### src/rtl/tmr_pkg.sv
// Shared definitions for the TMR fault monitor.
//   lane_state_e : per-lane health state
//   LANE_A/B/C   : bit positions of each replica in the fault vector
//   RUN_W        : width of the consecutive-disagreement run counter
package tmr_pkg;

    typedef enum logic [1:0] {
        ST_OK      = 2'd0,
        ST_SUSPECT = 2'd1,
        ST_FAULT   = 2'd2
    } lane_state_e;

    localparam int LANE_A = 0;
    localparam int LANE_B = 1;
    localparam int LANE_C = 2;

    localparam int RUN_W = 4;

endpackage

### src/rtl/tmr_lane_tracker.sv
// Health tracker for one replica lane.
//
// state      | meaning
// -----------+------------------------------------------------------------
// ST_OK      | lane agreed with the majority on its last valid sample
// ST_SUSPECT | lane has disagreed on run_q consecutive valid samples
// ST_FAULT   | threshold reached; sticky until clr_i or reset
//
// Ports:
//   clk, rst_n  clock, asynchronous active-low reset
//   clr_i       synchronous clear of state, run and mismatch counter
//   valid_i     a sample is present this cycle
//   dis_i       this lane disagrees with the majority (already gated by valid)
//   fault_o     registered fault flag
//   fault_d_o   next-state fault flag (lets the top register multi-fault in step)
//   mis_cnt_o   saturating count of all disagreements
module tmr_lane_tracker
    import tmr_pkg::*;
#(
    parameter int FAULT_THRESH = 3,   // 1..15
    parameter int CNT_W        = 8
) (
    input  logic             clk,
    input  logic             rst_n,
    input  logic             clr_i,
    input  logic             valid_i,
    input  logic             dis_i,
    output logic             fault_o,
    output logic             fault_d_o,
    output logic [CNT_W-1:0] mis_cnt_o
);

    localparam logic [RUN_W-1:0] THRESH  = RUN_W'(FAULT_THRESH);
    localparam logic [RUN_W-1:0] RUN_ONE = RUN_W'(1);
    localparam logic [CNT_W-1:0] CNT_ONE = CNT_W'(1);
    localparam logic [CNT_W-1:0] CNT_MAX = '1;

    lane_state_e      state_q, state_d;
    logic [RUN_W-1:0] run_q, run_d;
    logic [RUN_W-1:0] run_inc;
    logic [CNT_W-1:0] cnt_q, cnt_d;

    assign run_inc = run_q + RUN_ONE;

    always_ff @(posedge clk or negedge rst_n) begin
        if (!rst_n) begin
            state_q <= ST_OK;
            run_q   <= '0;
            cnt_q   <= '0;
        end else begin
            state_q <= state_d;
            run_q   <= run_d;
            cnt_q   <= cnt_d;
        end
    end

    always_comb begin
        state_d = state_q;
        run_d   = run_q;
        if (clr_i) begin
            state_d = ST_OK;
            run_d   = '0;
        end else begin
            case (state_q)
                ST_OK: begin
                    if (dis_i) begin
                        run_d   = RUN_ONE;
                        state_d = (THRESH == RUN_ONE) ? ST_FAULT : ST_SUSPECT;
                    end
                end
                ST_SUSPECT: begin
                    if (dis_i) begin
                        run_d = run_inc;
                        if (run_inc == THRESH) begin
                            state_d = ST_FAULT;
                        end
                    end else if (valid_i) begin
                        state_d = ST_OK;
                        run_d   = '0;
                    end
                end
                ST_FAULT: begin
                    state_d = ST_FAULT;
                end
                default: begin
                    state_d = ST_OK;
                    run_d   = '0;
                end
            endcase
        end
    end

    // Counts in every state, FAULT included; clr wins over the sample.
    always_comb begin
        cnt_d = cnt_q;
        if (clr_i) begin
            cnt_d = '0;
        end else if (dis_i && (cnt_q != CNT_MAX)) begin
            cnt_d = cnt_q + CNT_ONE;
        end
    end

    assign fault_o   = (state_q == ST_FAULT);
    assign fault_d_o = (state_d == ST_FAULT);
    assign mis_cnt_o = cnt_q;

endmodule

### src/rtl/tmr_fault_monitor.sv
// Triple-modular-redundancy voter with per-lane fault monitoring.
//
// Ports:
//   clk, rst_n          clock, asynchronous active-low reset
//   in_valid, A, B, C   replica sample and its valid strobe
//   clr                 fault acknowledge (clears flags, runs and counters)
//   X, out_valid        registered raw majority, one cycle after the sample
//   fault[2:0]          sticky lane fault flags (bit0=A, bit1=B, bit2=C)
//   multi_fault         two or more lanes faulted
//   mis_cnt_a/b/c       saturating per-lane mismatch counters
module tmr_fault_monitor
    import tmr_pkg::*;
#(
    parameter int FAULT_THRESH = 3,
    parameter int CNT_W        = 8
) (
    input  logic             clk,
    input  logic             rst_n,
    input  logic             in_valid,
    input  logic             A,
    input  logic             B,
    input  logic             C,
    input  logic             clr,
    output logic             X,
    output logic             out_valid,
    output logic [2:0]       fault,
    output logic             multi_fault,
    output logic [CNT_W-1:0] mis_cnt_a,
    output logic [CNT_W-1:0] mis_cnt_b,
    output logic [CNT_W-1:0] mis_cnt_c
);

    logic [2:0]       lanes;
    logic             maj;
    logic [2:0]       dis;
    logic [2:0]       fault_d;
    logic             multi_d;
    logic [CNT_W-1:0] cnt [3];

    logic x_q, out_valid_q, multi_fault_q;

    assign lanes = {C, B, A};
    assign maj   = (A & B) | (A & C) | (B & C);

    for (genvar i = 0; i < 3; i++) begin : g_lane
        assign dis[i] = in_valid & (lanes[i] != maj);

        tmr_lane_tracker #(
            .FAULT_THRESH(FAULT_THRESH),
            .CNT_W       (CNT_W)
        ) u_trk (
            .clk      (clk),
            .rst_n    (rst_n),
            .clr_i    (clr),
            .valid_i  (in_valid),
            .dis_i    (dis[i]),
            .fault_o  (fault[i]),
            .fault_d_o(fault_d[i]),
            .mis_cnt_o(cnt[i])
        );
    end

    // Built from next-state flags so the alarm rises with the second fault bit.
    assign multi_d = (fault_d[0] & fault_d[1]) | (fault_d[0] & fault_d[2]) |
                     (fault_d[1] & fault_d[2]);

    always_ff @(posedge clk or negedge rst_n) begin
        if (!rst_n) begin
            x_q           <= 1'b0;
            out_valid_q   <= 1'b0;
            multi_fault_q <= 1'b0;
        end else begin
            out_valid_q   <= in_valid;
            multi_fault_q <= multi_d;
            if (in_valid) begin
                x_q <= maj;
            end
        end
    end

    assign X           = x_q;
    assign out_valid   = out_valid_q;
    assign multi_fault = multi_fault_q;
    assign mis_cnt_a   = cnt[LANE_A];
    assign mis_cnt_b   = cnt[LANE_B];
    assign mis_cnt_c   = cnt[LANE_C];

endmodule

### config.mk
export PLATFORM = sky130hd
export DESIGN_NAME = tmr_fault_monitor
export DESIGN_NICKNAME = d
export VERILOG_FILES = /design/src/rtl/tmr_pkg.sv /design/src/rtl/tmr_lane_tracker.sv /design/src/rtl/tmr_fault_monitor.sv
export SDC_FILE = /design/constraint.sdc
export NUM_CORES = 1
export LEC_CHECK = 0
export CAP_MARGIN = 20
export CORE_UTILIZATION = 46
export DETAILED_ROUTE_END_ITERATION = 8
export PLACE_DENSITY = 0.81
export SLEW_MARGIN = 20
export SYNTH_ARGS = -nofsm -noshare
export SYNTH_HDL_FRONTEND = slang
export SYNTH_SLANG_ARGS = --single-unit
### constraint.sdc
create_clock -name clk -period 1.5 [get_ports clk]
set_clock_uncertainty 0.05 [all_clocks]
set_input_delay 0.15 -clock clk [delete_from_list [all_inputs] [get_ports clk]]
set_output_delay 0.15 -clock clk [all_outputs]
set_load 0.005 [all_outputs]
# ---- After elaboration in Yosys (flattened, before gate mapping)
# Cells that the tools add are included.
dict set report totals {
  register_bits 45
  inputBits 7
  out_inout_bits 30
  wordCells 107
}
dict set report op_classes {
  n_addsub 6
  n_eq_ne 27
  muxes 37
  bitwise_logic 13
  n_reduce_logical 12
}
# cell count
set ops {}
lappend ops {{8-bit two-way mux} 6}
lappend ops {{4-bit two-way mux} 10}
lappend ops {{4-bit one-hot mux with 3 select lines} 3}
lappend ops {{2-bit two-way mux} 15}
lappend ops {{8-bit by 1-bit adder with 8-bit output (second input constant)} 3}
lappend ops {{8-bit inequality test (second input constant)} 3}
lappend ops {{2-bit one-hot mux with 3 select lines} 3}
lappend ops {{4-bit by 1-bit adder with 4-bit output (second input constant)} 3}
lappend ops {{2-bit == test (second input constant)} 6}
lappend ops {{4-bit by 2-bit == test with 1-bit output (second input constant)} 3}
lappend ops {{4-bit by 3-bit inequality test with 1-bit output (second input constant)} 3}
lappend ops {{1-bit AND} 9}
lappend ops {{3-bit by 2-bit inequality test with 1-bit output (second input constant)} 3}
lappend ops {{3-bit AND reduction} 3}
lappend ops {{2-bit by 1-bit == test with 1-bit output (second input constant)} 3}
lappend ops {{2-bit zero test} 3}
lappend ops {{2-bit inequality test (second input constant)} 3}
lappend ops {{2-bit nonzero test} 3}
lappend ops {{1-bit bitwise OR} 4}
lappend ops {{1-bit logical AND} 3}
lappend ops {{1-bit inequality test} 3}

# ---- Logic depth before layout (Yosys ltp)
# Gate-level depths: netlist of run 1.
dict set report logic_depth {
  depth_word 12
  mapped_depth 7
  mapped_depth_nobuf 7
}

# ---- Modules after synthesis
# A second synthesis of run 1 with hierarchy kept.
dict set report unflattened {
  cells_unflattened 275
  hier_area_um2 2777.7
}
# module n_inst cells_per_inst area_per_inst_um2
set modules_own_cells {}
lappend modules_own_cells {tmr_lane_tracker 3 86 867.1}
lappend modules_own_cells {tmr_fault_monitor 1 17 176.4}

# ---- Worst setup path before layout of run 1
# OpenSTA, ideal clock, no wires.
dict set report synth_timing {
  path_kind {input to register}
  from {in C}
  to {reg g_lane[2].u_trk.cnt_q[5]}
  setup_ps 66
  arrival_time_ps 1492
  t_required_ps 1384
  path_slack_ps -108
  path_stages 6
  path_buffers 1
  cell_sequence {buf_4 -> or3b_4 -> a21oi_4 -> nand3_2 -> or4_1 -> nand2_1}
}
dict set report synth_via {
  elab_chain_len 7
  elab_cells_between_ends 8
}
# element line
set synth_rtl {}
lappend synth_rtl {{start: declaration} tmr_fault_monitor.sv:22} ;# input logic C,
lappend synth_rtl {{1-bit AND} tmr_fault_monitor.sv:43} ;# assign maj = (A & B) | (A & C) | (B & C);
lappend synth_rtl {{1-bit bitwise OR (2 in a row)} tmr_fault_monitor.sv:43}
lappend synth_rtl {{1-bit inequality test (*)} tmr_fault_monitor.sv:46} ;# assign dis[i] = in_valid & (lanes[i] != maj);
lappend synth_rtl {{1-bit AND (*)} tmr_fault_monitor.sv:46}
lappend synth_rtl {{1-bit logical AND (*)} tmr_lane_tracker.sv:98} ;# end else if (dis_i && (cnt_q != CNT_MAX)) begin
lappend synth_rtl {{2-bit nonzero test (no line) (*)} n/a}
lappend synth_rtl {{end signal: assignment} tmr_lane_tracker.sv:53} ;# cnt_q <= cnt_d;
lappend synth_rtl {{end: declaration} tmr_lane_tracker.sv:41} ;# logic [CNT_W-1:0] cnt_q, cnt_d;
# Every way passes the cells marked *; elsewhere a longest branch is shown, timed or not.
# A chain may end at the register's enable or synchronous reset.

# ---- Final worst setup path of run 1
dict set report layout_timing {
  from {reg g_lane[1].u_trk.cnt_q[0]}
  to {reg g_lane[1].u_trk.cnt_q[0]}
}
dict set report layout_via {
  elab_chain_len 3
  elab_cells_between_ends 6
}
# element line
set layout_rtl {}
lappend layout_rtl {{start: declaration} tmr_lane_tracker.sv:41}
lappend layout_rtl {{start signal: assignment} tmr_lane_tracker.sv:53}
lappend layout_rtl {{8-bit by 1-bit adder with 8-bit output / 8-bit inequality test (equally long branches)} {tmr_lane_tracker.sv:99, tmr_lane_tracker.sv:98}}
lappend layout_rtl {{8-bit two-way mux / 1-bit logical AND (equally long branches)} tmr_lane_tracker.sv:98}
lappend layout_rtl {{8-bit two-way mux / 2-bit nonzero test (equally long branches)} n/a}
# Several ways; a longest one is shown, not always the timed one. The select of a mux whose other input is x is not followed.

==> results.ini, run 1 <==
[global_routing]
antenna_found_initial=0
grt_pass1_vias=2540
grt_max_degree=21
grt.overflow.total=0
grt_pass1_wl_mm=11.4
grtUsageTotal=0.244

[routing]
post_drt_via_cell_ratio=5.65
drtAntennaViolNets=0
drt-total-wl_mm=7.72
firstDrtPassIters=4
drc_errors=0
wl_per_cell_um=17.2
routed-via-count=2541
drt-initial-drc-count=190

[cells_and_area]
fin_nets=395
antenna_cells=0
utilization=0.745
instances_no_fill=450
syn_to_final_growth_pct=52.1
drive_gt1_frac=0.361

[power_and_ir_drop]
ir_worst_vdd_v=0.000477
p_clk_frac=0.335
p_seq_frac=0.529
power_density_nw_per_um2=607
p_leak_nw=1.87
intPower_mw=1.72
power_switching_uw=653
power.share.combinational=0.136
sw_frac_of_total=0.276

[logic_synthesis]
synth_edf_count=0
postSynthAreaPerCell_um2=9.40
yosysUniqueCellTypes=49
synthTopCellsByArea=dfrtp_1, ha_1, nor2_1
synth_most_common_cell=dfrtp_1
yosys_register_bits=45
synth_common_cells=dfrtp_1, nor2_1, nand2_1
syn_nets=289
syn_inst=273
async_reset_ff_frac=1.00
synth_top_area_share=0.439
ys_seq_area_frac=0.439
syn-cell-area_um2=2570
synth_warnings=0
synth_area_leader_cell=dfrtp_1
ys.flop_type=dfrtp_1

[critical_path]
critPathMaxStageDelay_ns=0.42
path_class=register to register
cp-start-kind=register
cp_cell_sequence=ha_4 > nand2_4 > nor3_4 > buf_4 > nor2_2 > xnor2_2 > nor2_1
cp.required_ns=1.65
cp-end-kind=register
arrival_ns=1.76
worst-path-max-fanout=4
cpLargestDelayFamily=simple AND/OR/NAND/NOR gates
crit_path_top_delay_cell=dfrtp_1
path_buf_inv=1

[die]
initial_utilization=0.490
fp.dieW_um=76.7
rows=26
fp.dieH_um=76.7
io_pins=37
coreArea_um2=5240
die_area_um2=5880

[sta]
setup_violations=8
tightestPinTransition_ns=0.460
rsz0062_at_grt=true
maxSlewViolCount=0
post-route-period-util=1.07
fin_crit_ns=1.60
max_freq_mhz=624
fin_ws_ns=-0.103
fin_tns_setup_ns=-0.327
hold_viol=0
slew_headroom=0.693

[placement]
io_buffers=36
gp_congestion=0.913
dpl.hpwl_mm=4.50
placedCellCount=423

[cts]
path_clk_slew_ns=0.10
cts_tree=done
clock_latency_ns=0.31
cts-root-buf=clkbuf_8
cts_sinks=45
cts_buffers=5
clockBufferDepth=2
cts_max_level=2

[hold_path]
min_path_type=input pin to register

[run]
max-cap-violations=0

[run_status]
status=finished, violations left
failed_checks=setup timing

-- repair_timing --
action | 4_1_cts | 5_1_grt
setup buffers | 8 | 10
pin swaps | 13 | 17
hold buffers | 1 | 0
endpoints found under the setup margin | 48 | 41
hold endpoints to repair | 18 | 0
gates resized for setup | 42 | 51
-- metrics by stage --
step | worst slack, ns | hold slack (ns) | power [mW] | area, µm²
finish | -0.103 | 0.254 | 2.37 | 3900
global route | -0.182 | 0.256 | 2.46 | 3900
CTS | -0.0738 | 0.243 | 2.35 | 3650
detailed placement | -0.637 | 0.0628 | 1.56 | 3380
global placement | -0.566 | 0.0638 | 1.55 | 3380
floorplan | -0.0498 | -0.196 | 1.39 | 2590
-- flip-flops by register name, summed over array words and instances (netlist names) --
signal	cells
X	1
g_lane.u_trk.state_q	6
multi_fault	1
g_lane.u_trk.run_q	12
g_lane.u_trk.mis_cnt_o	24
out_valid	1
-- layer usage --
layer,up-vias,GRT usage,wire length [µm]
met2,84,0.426,4060
met1,1253,0.281,3130
met3,19,0.0619,365
li1,1185,-,-
met5,-,0,0
met4,0,0.104,170
-- worst reg2reg max path, cell delays in order (launching register included) --
cell and delay, ns:
dfrtp_1 0.42, ha_4 0.18, nand2_4 0.06, nor3_4 0.25
buf_4 0.17, nor2_2 0.05, xnor2_2 0.23, nor2_1 0.08
-- final timing paths --
path                                                               start                                        to  slack, ns  depth (start not counted)
worst max-delay path            g_lane[1].u_trk.mis_cnt_o[0]$_DFFE_PN0P_  g_lane[1].u_trk.mis_cnt_o[0]$_DFFE_PN0P_      -0.10                          7
worst min-delay path                                            in_valid                       out_valid$_DFF_PN0_       0.25                          2
worst max register to register  g_lane[1].u_trk.mis_cnt_o[0]$_DFFE_PN0P_  g_lane[1].u_trk.mis_cnt_o[0]$_DFFE_PN0P_      -0.10                          7
worst min register to register                             X$_DFFE_PN0P_                             X$_DFFE_PN0P_       0.47                          1
max in group asynchronous                                          rst_n      g_lane[1].u_trk.state_q[1]$_DFF_PN0_       0.44                          3
min in group asynchronous                                          rst_n  g_lane[1].u_trk.mis_cnt_o[7]$_DFFE_PN0P_       0.31                          2
-- placed cells by master, fill, tap and decap left out, types with 3 or more instances in the layout --
cell              n
buf_6             6
and2_1            5
clkdlybuf4s50_1  14
nor4_4            3
nand4_1          10
nand2_1          18
dfrtp_2           6
mux2i_1           5
ha_2              7
nand3_1          10
inv_1            15
buf_4            65
o2bb2ai_1         3
a21o_1            5
nand2b_1          5
o22ai_1           6
a21oi_1           5
nor3_2            3
nor3b_1           3
o21ai_0           5
clkbuf_8          5
dlymetal6s2s_1    8
a21oi_2           4
xor2_1           12
xnor2_1           8
o211ai_1          4
dfrtp_1          39
nor2_1           27
dlygate4sd2_1    10
-- power by group through the flow --
stage	registers (mW)	clock network, mW	logic (mW)
final	1.25	0.792	0.323
after global routing	1.26	0.855	0.348
after CTS	1.25	0.801	0.296
after detailed placement	1.27	0	0.281
after global placement	1.27	0	0.273
after floorplan	1.28	0	0.113
-- final cells by class --
type	count	area, µm²
Multi-Input combinational cell	203	1620
Fill cell	347	1340
Sequential cell	45	1130
Timing Repair Buffer	108	913
Tap cell	70	87.6
Clock buffer	5	68.8
Inverter	16	60.1
Clock inverter	3	21.3
-- cell families (layout without fill, tap and decap cells) --
kind of cell    after synthesis  after routing  synth area share
simple gates                114            114             0.235
compound gates               51             51             0.136
flops                        45             45             0.439
buf+inv                      25            132            0.0424
xor+xnor                     21             21            0.0717
fa+ha+maj                    10             10            0.0478
mux                           7              7            0.0283
No activity file was read; power rests on OpenSTA's default activity.
==> run 2: changes to the inputs <==
--- a/config.mk
+++ b/config.mk
@@ -9,7 +9,6 @@
 export CORE_UTILIZATION = 46
 export DETAILED_ROUTE_END_ITERATION = 8
 export PLACE_DENSITY = 0.81
-export SLEW_MARGIN = 20
 export SYNTH_ARGS = -nofsm -noshare
 export SYNTH_HDL_FRONTEND = slang
 export SYNTH_SLANG_ARGS = --single-unit
==> results of run 2 <==
No change in the layout: final DEF, timing and power equal those of run 1.
==> run 3: changes to the inputs <==
--- a/config.mk
+++ b/config.mk
@@ -5,10 +5,11 @@
 export SDC_FILE = /design/constraint.sdc
 export NUM_CORES = 1
 export LEC_CHECK = 0
-export CAP_MARGIN = 20
+export CAP_MARGIN = 10
 export CORE_UTILIZATION = 46
+export CTS_CLUSTER_SIZE = 24
 export DETAILED_ROUTE_END_ITERATION = 8
-export PLACE_DENSITY = 0.81
+export PLACE_DENSITY = 0.78
 export SYNTH_ARGS = -nofsm -noshare
 export SYNTH_HDL_FRONTEND = slang
 export SYNTH_SLANG_ARGS = --single-unit
==> constraint.sdc (replaced) <==
create_clock -name clk -period 1.66 [get_ports clk]
set_clock_uncertainty 0.05 [all_clocks]
set_input_delay 0.166 -clock clk [delete_from_list [all_inputs] [get_ports clk]]
set_output_delay 0.166 -clock clk [all_outputs]
set_load 0.005 [all_outputs]
==> run 3 against run 2 <==
  * The run still ends with setup timing left
  * Combinational power is 17% lower
  * Sequential power is 9.6% lower
  * Non-clock buffer count down 27
  * Critical path depth unchanged
  * Total power is 12% lower
  * Cell count decreased by 6.2%
  * Clock power shrank 13%
  * Count of clock-buffer cells in the layout rose by 2
  * Routed wire length fell by 18%
  * First-iteration DRC count shrank 13%
  * Via count is 7.6% lower
==> results.ini, run 3 (same netlist as run 1, synthesis figures left out) <==
[critical_path]
rr_endpoint=multi_fault$_DFF_PN0_
cpLargestDelayFamily=compound AO/OA/AOI/OAI gates
crit_path_top_delay_cell=dfrtp_1
reg2reg_setup_slack_ns=-0.006  ; +0.10 ns
critical_path_depth=7  ; unchanged
critPathMaxStageDelay_ns=0.41  ; about the same
reg2reg_from=g_lane[1].u_trk.run_q[0]$_DFFE_PN0P_
arrival_ns=1.85  ; +0.09 ns
worst-path-max-fanout=3  ; -1
cp-end-kind=register
path_buf_inv=1  ; unchanged
r2r_cells=7  ; unchanged
cp.required_ns=1.84  ; +0.19 ns
crit_end=multi_fault$_DFF_PN0_
critPathLaunch=g_lane[1].u_trk.run_q[0]$_DFFE_PN0P_
path_class=register to register
cp_cell_sequence=inv_1 > ha_2 > nand4_1 > a21oi_2 > a31oi_4 > o311ai_2 > a22o_1
cp-start-kind=register

[routing]
wl_per_cell_um=14.9  ; -13%
drtAntennaViolNets=0  ; unchanged
drt-total-wl_mm=6.30  ; -18%
routed-via-count=2347  ; -7.6%
drt-initial-drc-count=165  ; -13%
post_drt_via_cell_ratio=5.56  ; -1.5%
drc_errors=0  ; unchanged
firstDrtPassIters=4  ; unchanged

[cells_and_area]
final_common_cell=dfrtp_1
syn_to_final_growth_pct=38.5
antenna_cells=0  ; unchanged
drive_gt1_frac=0.230  ; -0.130
final_cell_mix=dfrtp_1, buf_4, clkdlybuf4s50_1
largest_register_ffs=24  ; unchanged
fin_nets=368  ; -6.8%

[sta]
fin_hold_ws_ns=0.192  ; -0.0620 ns
post-route-period-util=1.00  ; -0.0649
tightestPinTransition_ns=0.354  ; -0.106 ns
setup_violations=1  ; -7
max_freq_mhz=600  ; -3.8%
rsz0062_at_grt=true
maxSlewViolCount=0  ; unchanged
fin_crit_ns=1.67  ; +0.0633 ns
slew_headroom=0.763  ; +0.0697
fin_ws_ns=-0.00578  ; +0.0967 ns
fin_tns_setup_ns=-0.00578  ; +0.321 ns
hold_viol=0  ; unchanged

[power_and_ir_drop]
power_switching_uw=514  ; -21%
p_leak_nw=1.63  ; -13%
sw_frac_of_total=0.245  ; -0.0301
p_clk_frac=0.331  ; -0.004
power_density_nw_per_um2=589  ; -3.0%
intPower_mw=1.58  ; -8.0%
ir_worst_vdd_v=0.000515  ; +8.0%
power.share.combinational=0.127  ; -0.009
report.power.total_mw=2.09  ; -12%
p_seq_frac=0.542  ; +0.013

[cts]
cts_tree=done
clock_latency_ns=0.30  ; about the same
path_clk_slew_ns=0.09  ; about the same
cts_buffers=5  ; unchanged
cts_max_level=2  ; unchanged
cts_sinks=45  ; unchanged
cts-root-buf=clkbuf_8
clockBufferDepth=2  ; unchanged

[global_routing]
grt_pass1_vias=2228  ; -12%
antenna_found_initial=0  ; unchanged
grt_max_degree=46  ; +120%
grt_pass1_wl_mm=10.4  ; -8.5%
grt.overflow.total=0  ; unchanged
grtUsageTotal=0.223  ; -0.0213

[die]
fp.dieH_um=76.7  ; unchanged
coreArea_um2=5240  ; unchanged
io_pins=37  ; unchanged
die_area_um2=5880  ; unchanged
rows=26  ; unchanged
fp.dieW_um=76.7  ; unchanged
initial_utilization=0.490  ; unchanged

[placement]
gp_congestion=0.825  ; -9.7%
dpl.hpwl_mm=4.14  ; -8.1%
io_buffers=36  ; unchanged

[run]
max-cap-violations=0  ; unchanged

[hold_path]
min_path_type=input pin to register
worstHoldPathCells=2  ; unchanged

[run_status]
status=finished, violations left
failed_checks=setup timing

==> run 3: repair_timing <==
| action | CTS | global route |
|---|---|---|
| endpoints found under the hold margin | 45 | 0 |
| setup endpoints to repair | 34 | 19 |
| hold buffers | 1 | 0 |
| gates resized for setup | 16 | 24 |
| pin swaps | 2 | 3 |
| buffers inserted | 1 | 2 |
==> run 3: stage by stage <==
| step | worst slack, ns | area, µm² | util | std cells |
|---|---|---|---|---|
| finish | -0.00578 | 3550 | 0.678 | 422 |
| global route | -0.108 | 3550 | 0.678 | 422 |
| CTS | -0.0251 | 3420 | 0.653 | 420 |
| detailed placement | -0.481 | 3280 | 0.626 | 411 |
| global placement | -0.405 | 3280 | 0.626 | 411 |
| floorplan | 0.0361 | 2570 | - | 273 |
==> run 3: cell type report <==
cell class,instances,area [µm²]
timing repair buffer,81,729
sequential,45,1130
tap,70,87.6
fill,401,1680
inverter,16,60.1
multi-input combinational,203,1460
clock buffer,7,86.3
==> run 3: routing by layer <==
layer / part of all wire / GRT usage / up-vias
met4: 0.012 / 0.0827 / 0
met5: 0 / 0 / -
met1: 0.44 / 0.285 / 1156
met3: 0.035 / 0.0440 / 7
met2: 0.51 / 0.371 / 46
li1: - / - / 1138
==> run 3: power groups by stage <==
| stage | Combinational [mW] | Clock (mW) | Sequential (mW) |
|---|---|---|---|
| 6_report | 0.267 | 0.692 | 1.13 |
| 3_3_place_gp | 0.236 | 0 | 1.15 |
| 3_5_place_dp | 0.242 | 0 | 1.16 |
| 5_1_grt | 0.296 | 0.757 | 1.14 |
| 2_1_floorplan | 0.101 | 0 | 1.16 |
| 4_1_cts | 0.251 | 0.710 | 1.13 |
==> run 3: how the worst min path moves through the flow <==
stage / from / endpoint / slack, ns
final: in_valid / out_valid$_DFF_PN0_ / 0.19
after global routing: in_valid / out_valid$_DFF_PN0_ / 0.19
after CTS: rst_n / g_lane[2].u_trk.mis_cnt_o[4]$_DFFE_PN0P_ / 0.34
after detailed placement: rst_n / g_lane[2].u_trk.mis_cnt_o[0]$_DFFE_PN0P_ / 0.12
after global placement: rst_n / g_lane[2].u_trk.mis_cnt_o[0]$_DFFE_PN0P_ / 0.11
after floorplan: rst_n / X$_DFFE_PN0P_ / -0.18
